**src/rtl/dnn_pkg.sv**
```systemverilog
// Shared types and constants for the dnn_opt issue scheduler.
package dnn_pkg;

    typedef enum logic [2:0] {
        WARMUP,
        IDLE,
        B1,
        B2,
        B3
    } sched_state_t;

    localparam int DP_SLOT_CYCLES = 4;
    localparam int WARMUP_CYCLES  = 4;

    // Tag field sized for the largest supported requester count (8).
    localparam int RSP_TAG_W = 3;
    localparam int RSP_OUT_W = 21;

    typedef struct packed {
        logic [RSP_TAG_W-1:0]        tag;
        logic signed [RSP_OUT_W-1:0] out0;
        logic signed [RSP_OUT_W-1:0] out1;
    } rsp_entry_t;

endpackage

```
**src/rtl/dnn_issue_sched_if.sv**
```systemverilog
// Requester, response and datapath signals of the issue scheduler.
interface dnn_issue_sched_if #(
    parameter int N_REQ = 2,
    parameter int X_W   = 7,
    parameter int OUT_W = 21
);
    logic [N_REQ-1:0]       req_valid;
    logic [N_REQ-1:0]       req_ready;
    logic [N_REQ*4*X_W-1:0] req_x;
    logic [N_REQ-1:0]       rsp_valid;
    logic [N_REQ-1:0]       rsp_ready;
    logic signed [OUT_W-1:0] rsp_out0;
    logic signed [OUT_W-1:0] rsp_out1;
    logic signed [X_W-1:0]   dp_x0;
    logic signed [X_W-1:0]   dp_x1;
    logic signed [X_W-1:0]   dp_x2;
    logic signed [X_W-1:0]   dp_x3;
    logic                    dp_in_ready;
    logic signed [OUT_W-1:0] dp_out0;
    logic signed [OUT_W-1:0] dp_out1;
    logic                    dp_out0_ready;
    logic                    dp_out1_ready;
    logic                    busy;
    logic                    err_spurious;

    // Requesters plus datapath (environment side).
    modport master (
        output req_valid, req_x, rsp_ready,
        output dp_out0, dp_out1, dp_out0_ready, dp_out1_ready,
        input  req_ready, rsp_valid, rsp_out0, rsp_out1,
        input  dp_x0, dp_x1, dp_x2, dp_x3, dp_in_ready, busy, err_spurious
    );

    // Scheduler side.
    modport slave (
        input  req_valid, req_x, rsp_ready,
        input  dp_out0, dp_out1, dp_out0_ready, dp_out1_ready,
        output req_ready, rsp_valid, rsp_out0, rsp_out1,
        output dp_x0, dp_x1, dp_x2, dp_x3, dp_in_ready, busy, err_spurious
    );
endinterface

```
**src/rtl/dnn_rsp_fifo.sv**
```systemverilog
// Two-entry response FIFO; push and pop may coincide at any fill level.
module dnn_rsp_fifo
    import dnn_pkg::*;
(
    input  logic       clk,
    input  logic       rst_n,
    input  logic       push_i,
    input  rsp_entry_t push_data_i,
    input  logic       pop_i,
    output rsp_entry_t head_o,
    output logic [1:0] cnt_o
);
    rsp_entry_t mem_q [2];
    logic       wr_q;
    logic       rd_q;
    logic [1:0] cnt_q;

    // Storage, pointers and fill count.
    always_ff @(posedge clk or negedge rst_n) begin
        if (!rst_n) begin
            for (int i = 0; i < 2; i++) mem_q[i] <= '0;
            wr_q  <= 1'b0;
            rd_q  <= 1'b0;
            cnt_q <= 2'd0;
        end else begin
            if (push_i) begin
                mem_q[wr_q] <= push_data_i;
                wr_q        <= ~wr_q;
            end
            if (pop_i) rd_q <= ~rd_q;
            case ({push_i, pop_i})
                2'b10:   cnt_q <= cnt_q + 2'd1;
                2'b01:   cnt_q <= cnt_q - 2'd1;
                default: cnt_q <= cnt_q;
            endcase
        end
    end

    assign head_o = mem_q[rd_q];
    assign cnt_o  = cnt_q;

endmodule

```
**src/rtl/dnn_issue_sched.sv**
```systemverilog
// Round-robin issue scheduler sharing one dnn_opt datapath between requesters.
//   state  | meaning
//   WARMUP | datapath settling after reset, no issue
//   IDLE   | check returning result, issue next job if eligible
//   B1..B3 | job in flight, no issue, no result expected
module dnn_issue_sched
    import dnn_pkg::*;
#(
    parameter int N_REQ = 2,
    parameter int TAG_W = (N_REQ > 1) ? $clog2(N_REQ) : 1,
    parameter int X_W   = 7,
    parameter int OUT_W = RSP_OUT_W
) (
    input  logic               clk,
    input  logic               rst_n,
    dnn_issue_sched_if.slave   bus
);
    sched_state_t     state_q, state_d;
    logic [2:0]       warm_cnt_q, warm_cnt_d;
    logic [TAG_W-1:0] rr_ptr_q, rr_ptr_d;
    logic [TAG_W-1:0] tag_q, tag_d;
    logic             pend_q, pend_d;
    logic             err_q, err_d;

    logic             grant_found;
    logic [TAG_W-1:0] grant_idx;
    logic             issue;
    logic             push;
    logic             pop;
    logic             fifo_nonempty;
    logic [1:0]       fifo_cnt;
    rsp_entry_t       head;
    rsp_entry_t       push_data;
    logic [4*X_W-1:0] x_sel;

    wire strobe_any  = bus.dp_out0_ready | bus.dp_out1_ready;
    wire strobe_both = bus.dp_out0_ready & bus.dp_out1_ready;

    // First valid requester at or after the round-robin pointer.
    always_comb begin
        int idx;
        grant_found = 1'b0;
        grant_idx   = '0;
        idx         = 0;
        for (int i = 0; i < N_REQ; i++) begin
            idx = int'(rr_ptr_q) + i;
            if (idx >= N_REQ) idx = idx - N_REQ;
            if (!grant_found && bus.req_valid[idx]) begin
                grant_found = 1'b1;
                grant_idx   = TAG_W'(idx);
            end
        end
    end

    // Slot sequencing, result checking and issue decision.
    always_comb begin
        logic arriving;
        state_d    = state_q;
        warm_cnt_d = warm_cnt_q;
        rr_ptr_d   = rr_ptr_q;
        tag_d      = tag_q;
        pend_d     = pend_q;
        err_d      = err_q;
        push       = 1'b0;
        issue      = 1'b0;
        arriving   = 1'b0;
        case (state_q)
            WARMUP: begin
                if (warm_cnt_q == 3'(WARMUP_CYCLES - 1)) state_d = IDLE;
                else                                     warm_cnt_d = warm_cnt_q + 3'd1;
            end
            IDLE: begin
                // A pending job's result must land in this exact cycle; otherwise it is lost.
                if (pend_q) begin
                    if (strobe_both) begin
                        arriving = 1'b1;
                        push     = 1'b1;
                    end else begin
                        err_d = 1'b1;
                    end
                    pend_d = 1'b0;
                end else if (strobe_any) begin
                    err_d = 1'b1;
                end
                if (grant_found && (({1'b0, fifo_cnt} + {2'b00, arriving}) < 3'd2)) begin
                    issue   = 1'b1;
                    tag_d   = grant_idx;
                    pend_d  = 1'b1;
                    state_d = B1;
                    if (int'(grant_idx) == N_REQ - 1) rr_ptr_d = '0;
                    else                              rr_ptr_d = grant_idx + 1'b1;
                end
            end
            B1: begin
                if (strobe_any) err_d = 1'b1;
                state_d = B2;
            end
            B2: begin
                if (strobe_any) err_d = 1'b1;
                state_d = B3;
            end
            B3: begin
                if (strobe_any) err_d = 1'b1;
                state_d = IDLE;
            end
            default: state_d = WARMUP;
        endcase
    end

    // State and bookkeeping registers.
    always_ff @(posedge clk or negedge rst_n) begin
        if (!rst_n) begin
            state_q    <= WARMUP;
            warm_cnt_q <= 3'd0;
            rr_ptr_q   <= '0;
            tag_q      <= '0;
            pend_q     <= 1'b0;
            err_q      <= 1'b0;
        end else begin
            state_q    <= state_d;
            warm_cnt_q <= warm_cnt_d;
            rr_ptr_q   <= rr_ptr_d;
            tag_q      <= tag_d;
            pend_q     <= pend_d;
            err_q      <= err_d;
        end
    end

    assign push_data = '{tag: RSP_TAG_W'(tag_q), out0: bus.dp_out0, out1: bus.dp_out1};

    dnn_rsp_fifo u_rsp_fifo (
        .clk         (clk),
        .rst_n       (rst_n),
        .push_i      (push),
        .push_data_i (push_data),
        .pop_i       (pop),
        .head_o      (head),
        .cnt_o       (fifo_cnt)
    );

    assign fifo_nonempty = (fifo_cnt != 2'd0);
    assign x_sel         = bus.req_x[int'(grant_idx)*4*X_W +: 4*X_W];

    // Grant, datapath drive and response presentation.
    always_comb begin
        bus.req_ready   = '0;
        bus.dp_in_ready = issue;
        bus.dp_x0       = '0;
        bus.dp_x1       = '0;
        bus.dp_x2       = '0;
        bus.dp_x3       = '0;
        bus.rsp_valid   = '0;
        bus.rsp_out0    = '0;
        bus.rsp_out1    = '0;
        if (issue) begin
            bus.req_ready = N_REQ'(1) << grant_idx;
            bus.dp_x0     = x_sel[0*X_W +: X_W];
            bus.dp_x1     = x_sel[1*X_W +: X_W];
            bus.dp_x2     = x_sel[2*X_W +: X_W];
            bus.dp_x3     = x_sel[3*X_W +: X_W];
        end
        if (fifo_nonempty) begin
            for (int i = 0; i < N_REQ; i++) bus.rsp_valid[i] = (head.tag == RSP_TAG_W'(i));
            bus.rsp_out0 = head.out0;
            bus.rsp_out1 = head.out1;
        end
    end

    assign pop              = fifo_nonempty && ((bus.rsp_valid & bus.rsp_ready) != '0);
    assign bus.busy         = (state_q == B1) || (state_q == B2) || (state_q == B3) || pend_q || fifo_nonempty;
    assign bus.err_spurious = err_q;

endmodule
```
**src/flat_wrapper.sv**
```systemverilog
// flat-port wrapper written by rule: the top's interface ports become plain ports
module dnn_issue_sched_flat import dnn_pkg::*;
#(
    parameter int N_REQ = 2,
    parameter int TAG_W = (N_REQ > 1) ? $clog2(N_REQ) : 1,
    parameter int X_W   = 7,
    parameter int OUT_W = RSP_OUT_W
)
  (clk, rst_n, bus_req_valid, bus_req_x, bus_rsp_ready, bus_dp_out0, bus_dp_out1, bus_dp_out0_ready, bus_dp_out1_ready, bus_req_ready, bus_rsp_valid, bus_rsp_out0, bus_rsp_out1, bus_dp_x0, bus_dp_x1, bus_dp_x2, bus_dp_x3, bus_dp_in_ready, bus_busy, bus_err_spurious);
  dnn_issue_sched_if #(.N_REQ(N_REQ), .X_W(X_W), .OUT_W(OUT_W)) bus_i ();
  input  logic clk;
  input  logic rst_n;
  input wire logic [$bits(bus_i.req_valid)-1:0] bus_req_valid;
  input wire logic [$bits(bus_i.req_x)-1:0] bus_req_x;
  input wire logic [$bits(bus_i.rsp_ready)-1:0] bus_rsp_ready;
  input wire logic [$bits(bus_i.dp_out0)-1:0] bus_dp_out0;
  input wire logic [$bits(bus_i.dp_out1)-1:0] bus_dp_out1;
  input wire logic [$bits(bus_i.dp_out0_ready)-1:0] bus_dp_out0_ready;
  input wire logic [$bits(bus_i.dp_out1_ready)-1:0] bus_dp_out1_ready;
  output wire logic [$bits(bus_i.req_ready)-1:0] bus_req_ready;
  output wire logic [$bits(bus_i.rsp_valid)-1:0] bus_rsp_valid;
  output wire logic [$bits(bus_i.rsp_out0)-1:0] bus_rsp_out0;
  output wire logic [$bits(bus_i.rsp_out1)-1:0] bus_rsp_out1;
  output wire logic [$bits(bus_i.dp_x0)-1:0] bus_dp_x0;
  output wire logic [$bits(bus_i.dp_x1)-1:0] bus_dp_x1;
  output wire logic [$bits(bus_i.dp_x2)-1:0] bus_dp_x2;
  output wire logic [$bits(bus_i.dp_x3)-1:0] bus_dp_x3;
  output wire logic [$bits(bus_i.dp_in_ready)-1:0] bus_dp_in_ready;
  output wire logic [$bits(bus_i.busy)-1:0] bus_busy;
  output wire logic [$bits(bus_i.err_spurious)-1:0] bus_err_spurious;
  assign bus_i.req_valid = bus_req_valid;
  assign bus_i.req_x = bus_req_x;
  assign bus_i.rsp_ready = bus_rsp_ready;
  assign bus_i.dp_out0 = bus_dp_out0;
  assign bus_i.dp_out1 = bus_dp_out1;
  assign bus_i.dp_out0_ready = bus_dp_out0_ready;
  assign bus_i.dp_out1_ready = bus_dp_out1_ready;
  assign bus_req_ready = bus_i.req_ready;
  assign bus_rsp_valid = bus_i.rsp_valid;
  assign bus_rsp_out0 = bus_i.rsp_out0;
  assign bus_rsp_out1 = bus_i.rsp_out1;
  assign bus_dp_x0 = bus_i.dp_x0;
  assign bus_dp_x1 = bus_i.dp_x1;
  assign bus_dp_x2 = bus_i.dp_x2;
  assign bus_dp_x3 = bus_i.dp_x3;
  assign bus_dp_in_ready = bus_i.dp_in_ready;
  assign bus_busy = bus_i.busy;
  assign bus_err_spurious = bus_i.err_spurious;
  dnn_issue_sched #(.N_REQ(N_REQ), .TAG_W(TAG_W), .X_W(X_W), .OUT_W(OUT_W)) u_core (.clk(clk), .rst_n(rst_n), .bus(bus_i));
endmodule
```
**config.mk**
```make
export PLATFORM = sky130hd
export DESIGN_NAME = dnn_issue_sched_flat
export DESIGN_NICKNAME = d
export VERILOG_FILES = /design/src/rtl/dnn_pkg.sv /design/src/rtl/dnn_issue_sched_if.sv /design/src/rtl/dnn_rsp_fifo.sv /design/src/rtl/dnn_issue_sched.sv /design/src/flat_wrapper.sv
export SDC_FILE = /design/constraint.sdc
export NUM_CORES = 1
export LEC_CHECK = 0
export ABC_CLOCK_PERIOD_IN_PS = 1900
export CORE_ASPECT_RATIO = 1.1
export CORE_MARGIN = 2
export CORE_UTILIZATION = 40
export DETAILED_ROUTE_END_ITERATION = 10
export PLACE_DENSITY = 0.8
export REMOVE_ABC_BUFFERS = 1
export SLEW_MARGIN = 20
export SYNTH_ARGS = -nofsm -noshare
export SYNTH_HDL_FRONTEND = slang
export SYNTH_SLANG_ARGS = --single-unit
export TNS_END_PERCENT = 10
```
**constraint.sdc**
```tcl
create_clock -name clk -period 1.9 [get_ports clk]
set_input_delay 0.285 -clock clk [delete_from_list [all_inputs] [get_ports clk]]
set_output_delay 0.285 -clock clk [all_outputs]
set_load 0.005 [all_outputs]
```
==> results.toml, run 1 <==
[power]
p_seq_share_pct = 32.2
comb_power_share_pct = 49.4
p_per_area_nw_per_um2 = 1367
internal-power_uw = 7476
switching_share_pct = 32.56
peakVddDrop_mv = 0.6921
leakagePower_uw = 0.003878
p_sw_uw = 3609
clkPwrFrac_pct = 18.3
power_uw = 11090

[drt]
drt_pass1_iterations = 4
drtIter0Drc = 227
met3WireLength_um = 1046
vias = 4304
wl_met2_um = 7526
viasPerCell = 5.217
dr.max_layer_used = "met4"
wl_per_cell_um = 18.22
wl_met1_um = 6010
postRouteAntennaNets = 0
post-route-drc-count = 0
wl_um = 15030

[synthesis]
synth.largest_area_cell = "dfrtp_1"
synth-edff-count = 0
ys_types = 36
synth.area.top_cells = "dfrtp_1, mux2_4, mux2_2"
syn_inst = 450
ys_warn_count = 0
avgSynthCellArea_sq_um = 11.87
synth_most_common_cell = "dfrtp_1"
async_flop_share_pct = 100.0
yosysTopAreaCellShare_pct = 46.84
ys_seq_area_share_pct = 46.84
synth_top_flop_cell = "dfrtp_1"
syn-cell-area_sq_um = 5343
ys_seq_elements = 100
synth_common_cells = "dfrtp_1, nor2_1, mux2_2"

[clock_tree]
h-tree-depth = 3
clk_pin_slew_ps = 70
cts_buffers = 9
clock-sinks = 100
max-clock-path-buffers = 2
root_buffer = "clkbuf_16"
cts_tree = "built"
insertion_delay_ps = 350

[finish]
antenna-diode-count = 0
drive_above_1_share_pct = 35.39
fin_util_pct = 61.88
area_growth_syn_to_layout_pct = 51.76
final_cells = 825
fin_nets = 768

[critical_path]
cp_max_fo = 22
rr_endpoint = "u_core.tag_q"
crit_type = "reg2out"
reg2reg_depth = 9
reg2reg_slack_ps = 70
crit_arrival_ps = 1780
r2r-start = "u_core.u_rsp_fifo.cnt_o[1]"
cp.required_ps = 1620
worst_setup_path_end_kind = "primary output"
startpoint_type = "flop"

[timing]
setup_slack_ps = -168.0
tightest_slew_ps = 484.3
grt_setup_unrepaired = "true"
max_slew_margin_pct = 67.71
timing.final.hold_violations = 0
fin_skew_ps = 8.920
setup_violations = 29
period_needed_ps = 2068
post-route-period-util_pct = 108.8
fmax_ghz = 0.4836
drv_slew = 0

[placed_design]
io_buffers = 182
hpwl_um = 10110
dp_slack_ps = -424.5
gp_congestion = 0.7470
placed_cells = 791

[global_route]
grt-ovfl-total = 0
grt_max_degree = 59
grt_usage_pct = 20.34
antenna_found_initial = 0
grt_pass1_vias = 4539
grt_pass1_wl_um = 22950

[floorplanning]
die-width_um = 114.2
num_rows = 44
die_area_sq_um = 14300
num_io_pins = 183
start_util_pct = 40.78
die_h_um = 125.2
core-area_sq_um = 13100

[run]
cap_viol_max_count = 0

[outcome]
violations = "setup timing"
outcome = "finished, violations left"

[min_path]
holdCritPathClass = "in2async"
-- how the worst max path moves through the flow --
stage / start / to / slack (ps) / depth (start not counted)
finish: u_core.u_rsp_fifo.rd_q / bus_rsp_out1[4] / -170 / 4
global route: u_core.u_rsp_fifo.cnt_o[1] / bus_dp_x3[6] / -220 / 7
detailed placement: bus_req_valid[1] / bus_dp_x3[6] / -420 / 6
global placement: bus_req_valid[1] / bus_dp_x0[4] / -380 / 6
CTS: u_core.u_rsp_fifo.cnt_o[1] / bus_dp_x3[3] / -230 / 7
floorplan: u_core.state_q[0] / u_core.u_rsp_fifo.mem_q[45] / -1670 / 3
-- sequential cells by signal, summed over array words and instances, names as in the netlist --
| register | count |
|---|---|
| u_core.rr_ptr_q | 1 |
| u_core.u_rsp_fifo.rd_q | 1 |
| u_core.u_rsp_fifo.wr_q | 1 |
| u_core.state_q | 3 |
| u_core.u_rsp_fifo.mem_q | 86 |
| u_core.warm_cnt_q | 3 |
| u_core.u_rsp_fifo.cnt_o | 2 |
| u_core.bus.err_spurious | 1 |
| u_core.pend_q | 1 |
| u_core.tag_q | 1 |
-- layout by cell type (no fill, tap or decap), types with 8 or more instances in the layout --
cell type	synthesis	routed
mux2_2	49	48
mux2i_1	48	46
buf_4	0	29
clkbuf_16	0	10
clkdlybuf4s15_1	0	10
nor2_1	53	50
dlygate4sd2_1	0	31
mux2_4	40	41
nand3b_1	29	29
buf_6	1	8
dfrtp_1	100	99
buf_2	5	31
buf_12	4	12
o21ai_0	30	16
clkdlybuf4s50_1	0	105
a21oi_2	0	21
-- metal layers --
layer  up-vias  GRT usage [%]
li1       2002              -
met1      2113          23.28
met2       163          36.10
met3        26          4.653
met4         0          8.680
met5         -              0
-- through the flow --
stage | instance area, sq um | setup TNS, ps | hold WS, ps
5_1_grt | 8108 | -5164 | 472.3
3_5_place_dp | 7553 | -37990 | 282.0
4_1_cts | 7958 | -4823 | 442.3
2_1_floorplan | 5125 | -111100 | -10.59
3_3_place_gp | 7553 | -35520 | 268.9
6_report | 8108 | -2334 | 435.0
-- area by class of cell --
cell class,count,area (sq um)
sequential,100,2504
fill,1042,4995
timing repair buffer,235,2261
inverter,3,11.26
tap,161,201.4
multi-input combinational,310,2796
clock inverter,5,81.33
clock buffer,11,252.7
-- cell families after synthesis --
group                    after synthesis  synth area share, %
AO/OA/AOI/OAI                         67                6.815
flip-flops                           100                46.84
adder cells (fa/ha/maj)                3               0.7027
XOR/XNOR                               5               0.8198
multiplexers                         137                30.56
AND/OR/NAND/NOR                       98                9.977
buffers and inverters                 40                4.286
-- repair_timing --
action                                  CTS  global route
endpoints found under the hold margin    33             0
endpoints found under the setup margin   76           135
hold buffers                              1             0
gates cloned                              2             3
pin swaps                                 2             2
setup buffers                            12             6
resized for setup                       199            55
-- worst max-delay path, cell delays in order (launching register included) --
cell and delay [ps]:
dfrtp_2 460, buf_12 190, mux2i_1 130, nor2_1 130, clkdlybuf4s50_1 520
-- power groups by stage --
stage | Clock (uW) | Sequential, uW | Combinational [uW]
floorplan | 0 | 3630 | 2630
global placement | 0 | 3510 | 5330
detailed placement | 0 | 3570 | 5450
CTS | 2080 | 3570 | 5380
global route | 2150 | 3680 | 5910
finish | 2030 | 3570 | 5480
No activity file was read; power rests on OpenSTA's default activity.
==> run 2, diff against run 1 <==
- REMOVE_ABC_BUFFERS: 1 -> not set
==> run 2 against run 1 <==
Core utilization down 1.3 points. Critical path type unchanged. Design area down 2.1%. Routed wire length down 1.8%. Hold slack better by 46 ps. The run still ends with setup timing left. Non-clock buffer count down 8. Die area unchanged. Sequential power about the same. Worst setup slack better by 18 ps. Clock power down 21%.
==> results.toml, run 2 (synthesis gave the netlist of run 1 again) <==
[global_route]
antenna_found_initial = 0
grt_usage_pct = 20.54
grt-ovfl-total = 0
grt_pass1_vias = 4802
grtUsageMet2_pct = 37.39
use_met3_pct = 4.120
use_met1_pct = 22.60
grt_pass1_wl_um = 23280
grt_max_degree = 59
top_usage_layer = "met2"

[min_path]
holdCritPathClass = "in2async"

[finish]
final_common_cell = "clkdlybuf4s50_1"
largestRegisters = "u_core.u_rsp_fifo.mem_q x86, u_core.state_q x3, u_core.warm_cnt_q x3"
final_cells = 816
fillers = 1050
fin_nets = 760
antenna-diode-count = 0
largest-register = "u_core.u_rsp_fifo.mem_q"
largest_reg_flops = 86
final_cell_mix = "clkdlybuf4s50_1, dfrtp_1, nor2_1, mux2_2, mux2i_1"
area_growth_syn_to_layout_pct = 48.52
final_area_sq_um = 7935
drive_above_1_share_pct = 33.89

[timing]
setup_slack_ps = -150.0
max_slew_margin_pct = 64.42
grt_setup_unrepaired = "true"
fin_skew_ps = 6.149
timing.final.hold_violations = 0
drv_slew = 0
tightest_slew_ps = 533.7
fmax_ghz = 0.4878
period_needed_ps = 2050
setup_violations = 68
post-route-period-util_pct = 107.9
holdWs_ps = 481.3

[run]
cap_viol_max_count = 0

[drt]
viasPerCell = 5.354
wl_per_cell_um = 18.09
postRouteAntennaNets = 0
drtIter0Drc = 225
wl_um = 14760
drt_pass1_iterations = 4
post-route-drc-count = 0
vias = 4369

[floorplanning]
die_h_um = 125.2
num_io_pins = 183
die-width_um = 114.2
die_area_sq_um = 14300
start_util_pct = 40.78
num_rows = 44
core-area_sq_um = 13100

[placed_design]
hpwl_um = 9649
dp_slack_ps = -440.4
placed_cells = 785
placed_cell_area_sq_um = 7483
io_buffers = 182
gp_congestion = 0.9255

[power]
leakagePower_uw = 0.003823
power_uw = 10680
p_per_area_nw_per_um2 = 1346
peakVddDrop_mv = 0.5815

[critical_path]
cp.required_ps = 1620
startpoint_type = "flop"
crit_buf_inv = 4
cp_max_fo = 8
slowest_delay_ps = 400
crit_slowest_cell = "dfrtp_1"
worst_setup_path_end_kind = "primary output"
crit_type = "reg2out"
crit_chain = "o21ba_4 -> nand4_1 -> buf_4 -> buf_6 -> buf_16 -> a21oi_2 -> buf_2"
path_delay_family = "buffers and inverters"
crit_arrival_ps = 1760

[clock_tree]
cts_tree = "built"
cts_buffers = 9
clock-sinks = 100
h-tree-depth = 3
insertion_delay_ps = 330
clk_pin_slew_ps = 70
max-clock-path-buffers = 2
root_buffer = "clkbuf_16"

[outcome]
outcome = "finished, violations left"
violations = "setup timing"

[synthesis]
syn_nets = 559
[run 2: changes by cell type in the layout (fill, tap and decap cells not counted), moves of 4 or more]
cell,before,now
a21oi_1,7,1
a21oi_2,21,27
buf_4,29,25
clkbuf_1,0,4
clkdlybuf4s15_1,10,2
clkdlybuf4s50_1,105,109
o21ai_0,16,23
o21ai_2,7,0
[run 2: final cells by class]
cell class	instances	area, sq um	share of cell area (%)
multi-input combinational	310	2779	35.02
sequential	100	2504	31.55
timing repair buffer	227	2187	27.56
clock buffer	13	240.2	3.027
tap	161	201.4	2.539
clock inverter	2	12.51	0.1577
inverter	3	11.26	0.1419
[run 2: timing repair]
action,CTS,global route
hold endpoints to repair,36,0
pin swaps,3,4
setup endpoints to repair,76,91
setup buffers,6,5
gates resized for setup,210,22
hold buffers,1,0
cloned,3,2
[run 2: worst paths after layout]
kind | start | endpoint | slack (ps) | depth (start not counted)
max | u_core.u_rsp_fifo.cnt_o[1] | bus_dp_x2[0] | -150 | 7
min | rst_n | u_core.u_rsp_fifo.mem_q[48] | 480 | 2
max reg2reg | u_core.u_rsp_fifo.rd_q | u_core.u_rsp_fifo.cnt_o[1] | 70 | 8
min reg2reg | u_core.bus.err_spurious | u_core.bus.err_spurious | 480 | 1
max in group asynchronous | rst_n | u_core.u_rsp_fifo.mem_q[37] | 820 | 3
min in group clk | u_core.bus.err_spurious | u_core.bus.err_spurious | 480 | 1
[run 2: through the flow]
step                setup TNS [ps]  utilization [%]
global route                -11020            60.56
detailed placement          -35040            57.11
CTS                          -3392            59.64
finish                       -5644            60.56
global placement            -33960            57.11
floorplan                        0                -
[run 2: metal layers]
metal	wire length, um	vias to the layer above
li1	-	1985
met1	5705	2170
met2	7741	179
met3	764	35
met4	550	0
met5	0	-
[run 2: power breakdown]
| group | total (uW) | internal [uW] | switching [uW] | leakage [uW] |
|---|---|---|---|---|
| logic | 5480 | 3220 | 2260 | 0.00243 |
| clock network | 1610 | 881 | 730 | 0.000120 |
| registers | 3580 | 3030 | 552 | 0.00127 |
| total | 10700 | 7130 | 3550 | 0.00382 |
[run 2: worst reg2reg max path, stage by stage (launching register included)]
cell and delay, ps:
dfrtp_2 460, mux2i_4 290, buf_4 140, mux2i_1 170, nor2_1 80, ha_1 190, xnor2_1 120, nor2_1 130
xor2_1 170
==> run 3, diff against run 2 <==
- CELL_PAD_IN_SITES_DETAIL_PLACEMENT: not set -> 0
- CELL_PAD_IN_SITES_GLOBAL_PLACEMENT: not set -> 1
- CORE_UTILIZATION: 40 -> 32
- CTS_CLUSTER_SIZE: not set -> 28
- PLACE_DENSITY: 0.8 -> 0.82
- SLEW_MARGIN: 20 -> 10
==> run 3 against run 2 <==
The flow still finishes with violations (setup timing). Clock power up 16%. Cell count rose by 5.1%. Fmax rose by 7.3%. Clock skew is 0.84 ps higher. Global-route usage down 4.1 points. Flip-flop and latch count stayed put. Design area up 0.90%. Critical path depth is 1 lower. Clock-buffer cell count unchanged. Register-to-register slack worse by 60 ps. Critical path type is now in2out. Largest cell class unchanged. Largest power group unchanged.
==> results.toml, run 3 (synthesis gave the netlist of run 1 again) <==
[outcome]
outcome = "finished, violations left"
violations = "setup timing"

[drt]
drt_pass1_iterations = 4
postRouteAntennaNets = 0
drtIter0Drc = 121
wl_per_cell_um = 17.77
vias = 4351
viasPerCell = 5.071
wl_um = 15250
post-route-drc-count = 0

[timing]
grt_setup_unrepaired = "true"
post-route-period-util_pct = 100.6
max_slew_margin_pct = 72.88
setup_slack_ps = -10.98
tightest_slew_ps = 403.2
setup_violations = 3
period_needed_ps = 1911
timing.final.hold_violations = 0
fmax_ghz = 0.5233
fin_skew_ps = 6.984
drv_slew = 0

[global_route]
grt-ovfl-total = 0
grt_max_degree = 59
grt_pass1_wl_um = 23240
antenna_found_initial = 0
grt_pass1_vias = 4678
grt_usage_pct = 16.45

[floorplanning]
num_rows = 49
core-area_sq_um = 16370
die_area_sq_um = 17750
num_io_pins = 183
die_h_um = 139.5
start_util_pct = 32.64
die-width_um = 127.2

[power]
p_per_area_nw_per_um2 = 1365
peakVddDrop_mv = 0.5244
power_uw = 10930
leakagePower_uw = 0.003800

[finish]
largest-register = "u_core.u_rsp_fifo.mem_q"
antenna-diode-count = 0
fin_nets = 758
largest_reg_flops = 86
fin_util_pct = 48.91
area_growth_syn_to_layout_pct = 49.86
drive_above_1_share_pct = 34.40
final_area_sq_um = 8006
final_common_cell = "clkdlybuf4s50_1"
largestRegisters = "u_core.u_rsp_fifo.mem_q x86, u_core.state_q x3, u_core.warm_cnt_q x3"
final_cell_mix = "clkdlybuf4s50_1, dfrtp_1, nor2_1, mux2_2, mux2i_1"

[min_path]
holdCritPathClass = "in2async"

[critical_path]
crit_arrival_ps = 1630
startpoint_type = "input pin"
crit_slowest_cell = "clkdlybuf4s50_1"
crit_buf_inv = 3
cp_max_fo = 29
cp.required_ps = 1620
crit_chain = "clkdlybuf4s50_1 -> nor2b_4 -> clkbuf_16 -> o21ai_0 -> a21oi_2 -> buf_2"
worst_setup_path_end_kind = "primary output"
crit_type = "in2out"
path_delay_family = "buffers and inverters"
slowest_delay_ps = 500

[clock_tree]
cts_tree = "built"
root_buffer = "clkbuf_16"
clock-sinks = 100
cts_buffers = 9
insertion_delay_ps = 340
h-tree-depth = 3
clk_pin_slew_ps = 70
max-clock-path-buffers = 2

[placed_design]
gp_congestion = 0.9082
hpwl_um = 10380
placed_cell_area_sq_um = 7560
io_buffers = 182

[synthesis]
syn_nets = 559

[run]
cap_viol_max_count = 0
-- run 3: changes by cell type in the layout (fill, tap and decap cells not counted), sizes merged, moves of 3 or more --
| cell | previous run | this run |
|---|---|---|
| dlymetal6s2s | 5 | 2 |
| clkbuf | 16 | 23 |
| buf | 74 | 68 |
| clkdlybuf4s50 | 109 | 102 |
| clkdlybuf4s15 | 2 | 8 |
-- run 3: worst paths after layout --
kind	startpoint	to	slack, ps	cells after the start
worst max-delay path	bus_req_valid[0]	bus_dp_x1[1]	-10	6
min in group clk	u_core.bus.err_spurious	u_core.bus.err_spurious	470	1
worst max register to register	u_core.pend_q	u_core.u_rsp_fifo.mem_q[30]	10	5
worst min-delay path	rst_n	u_core.u_rsp_fifo.mem_q[9]	420	2
max in group asynchronous	rst_n	u_core.u_rsp_fifo.mem_q[66]	840	3
worst min register to register	u_core.bus.err_spurious	u_core.bus.err_spurious	470	1
-- run 3: cell type report --
| cell class | instances | area [sq um] |
|---|---|---|
| inverter | 3 | 11.26 |
| sequential | 100 | 2505 |
| fill | 1490 | 8363 |
| multi-input combinational | 310 | 2761 |
| clock inverter | 3 | 45.04 |
| clock buffer | 13 | 260.3 |
| timing repair buffer | 225 | 2168 |
| tap | 204 | 255.2 |
-- run 3: per-stage QoR --
stage | setup TNS (ps) | instances | setup slack, ps | hold slack (ps)
5_1_grt | -4151 | 858 | -77.16 | 460.0
3_3_place_gp | -33090 | 831 | -374.4 | 237.5
2_1_floorplan | 0 | 450 | 32.96 | -10.59
3_5_place_dp | -35510 | 831 | -395.1 | 243.3
4_1_cts | -422.0 | 853 | -141.0 | 424.0
6_report | -12.35 | 858 | -10.98 | 423.9
-- run 3: where the power goes --
part,internal [uW],switching [uW]
Sequential,3030,518
Clock,1090,762
Combinational,3210,2310
Total,7340,3590
-- run 3: what timing repair did --
action	in CTS	in global routing
hold endpoints to repair	27	0
setup endpoints to repair	78	131
cloned	2	4
hold buffers	1	0
pin swaps	2	2
gates resized for setup	181	57
setup buffers	3	1
-- run 3: layer usage --
layer | up-vias | GRT usage, % | part of all wire, %
met5 | - | 0 | 0
met4 | 0 | 6.593 | 2.7
met3 | 23 | 4.344 | 7.0
met2 | 178 | 29.20 | 51
met1 | 2170 | 18.72 | 40
li1 | 1980 | - | -
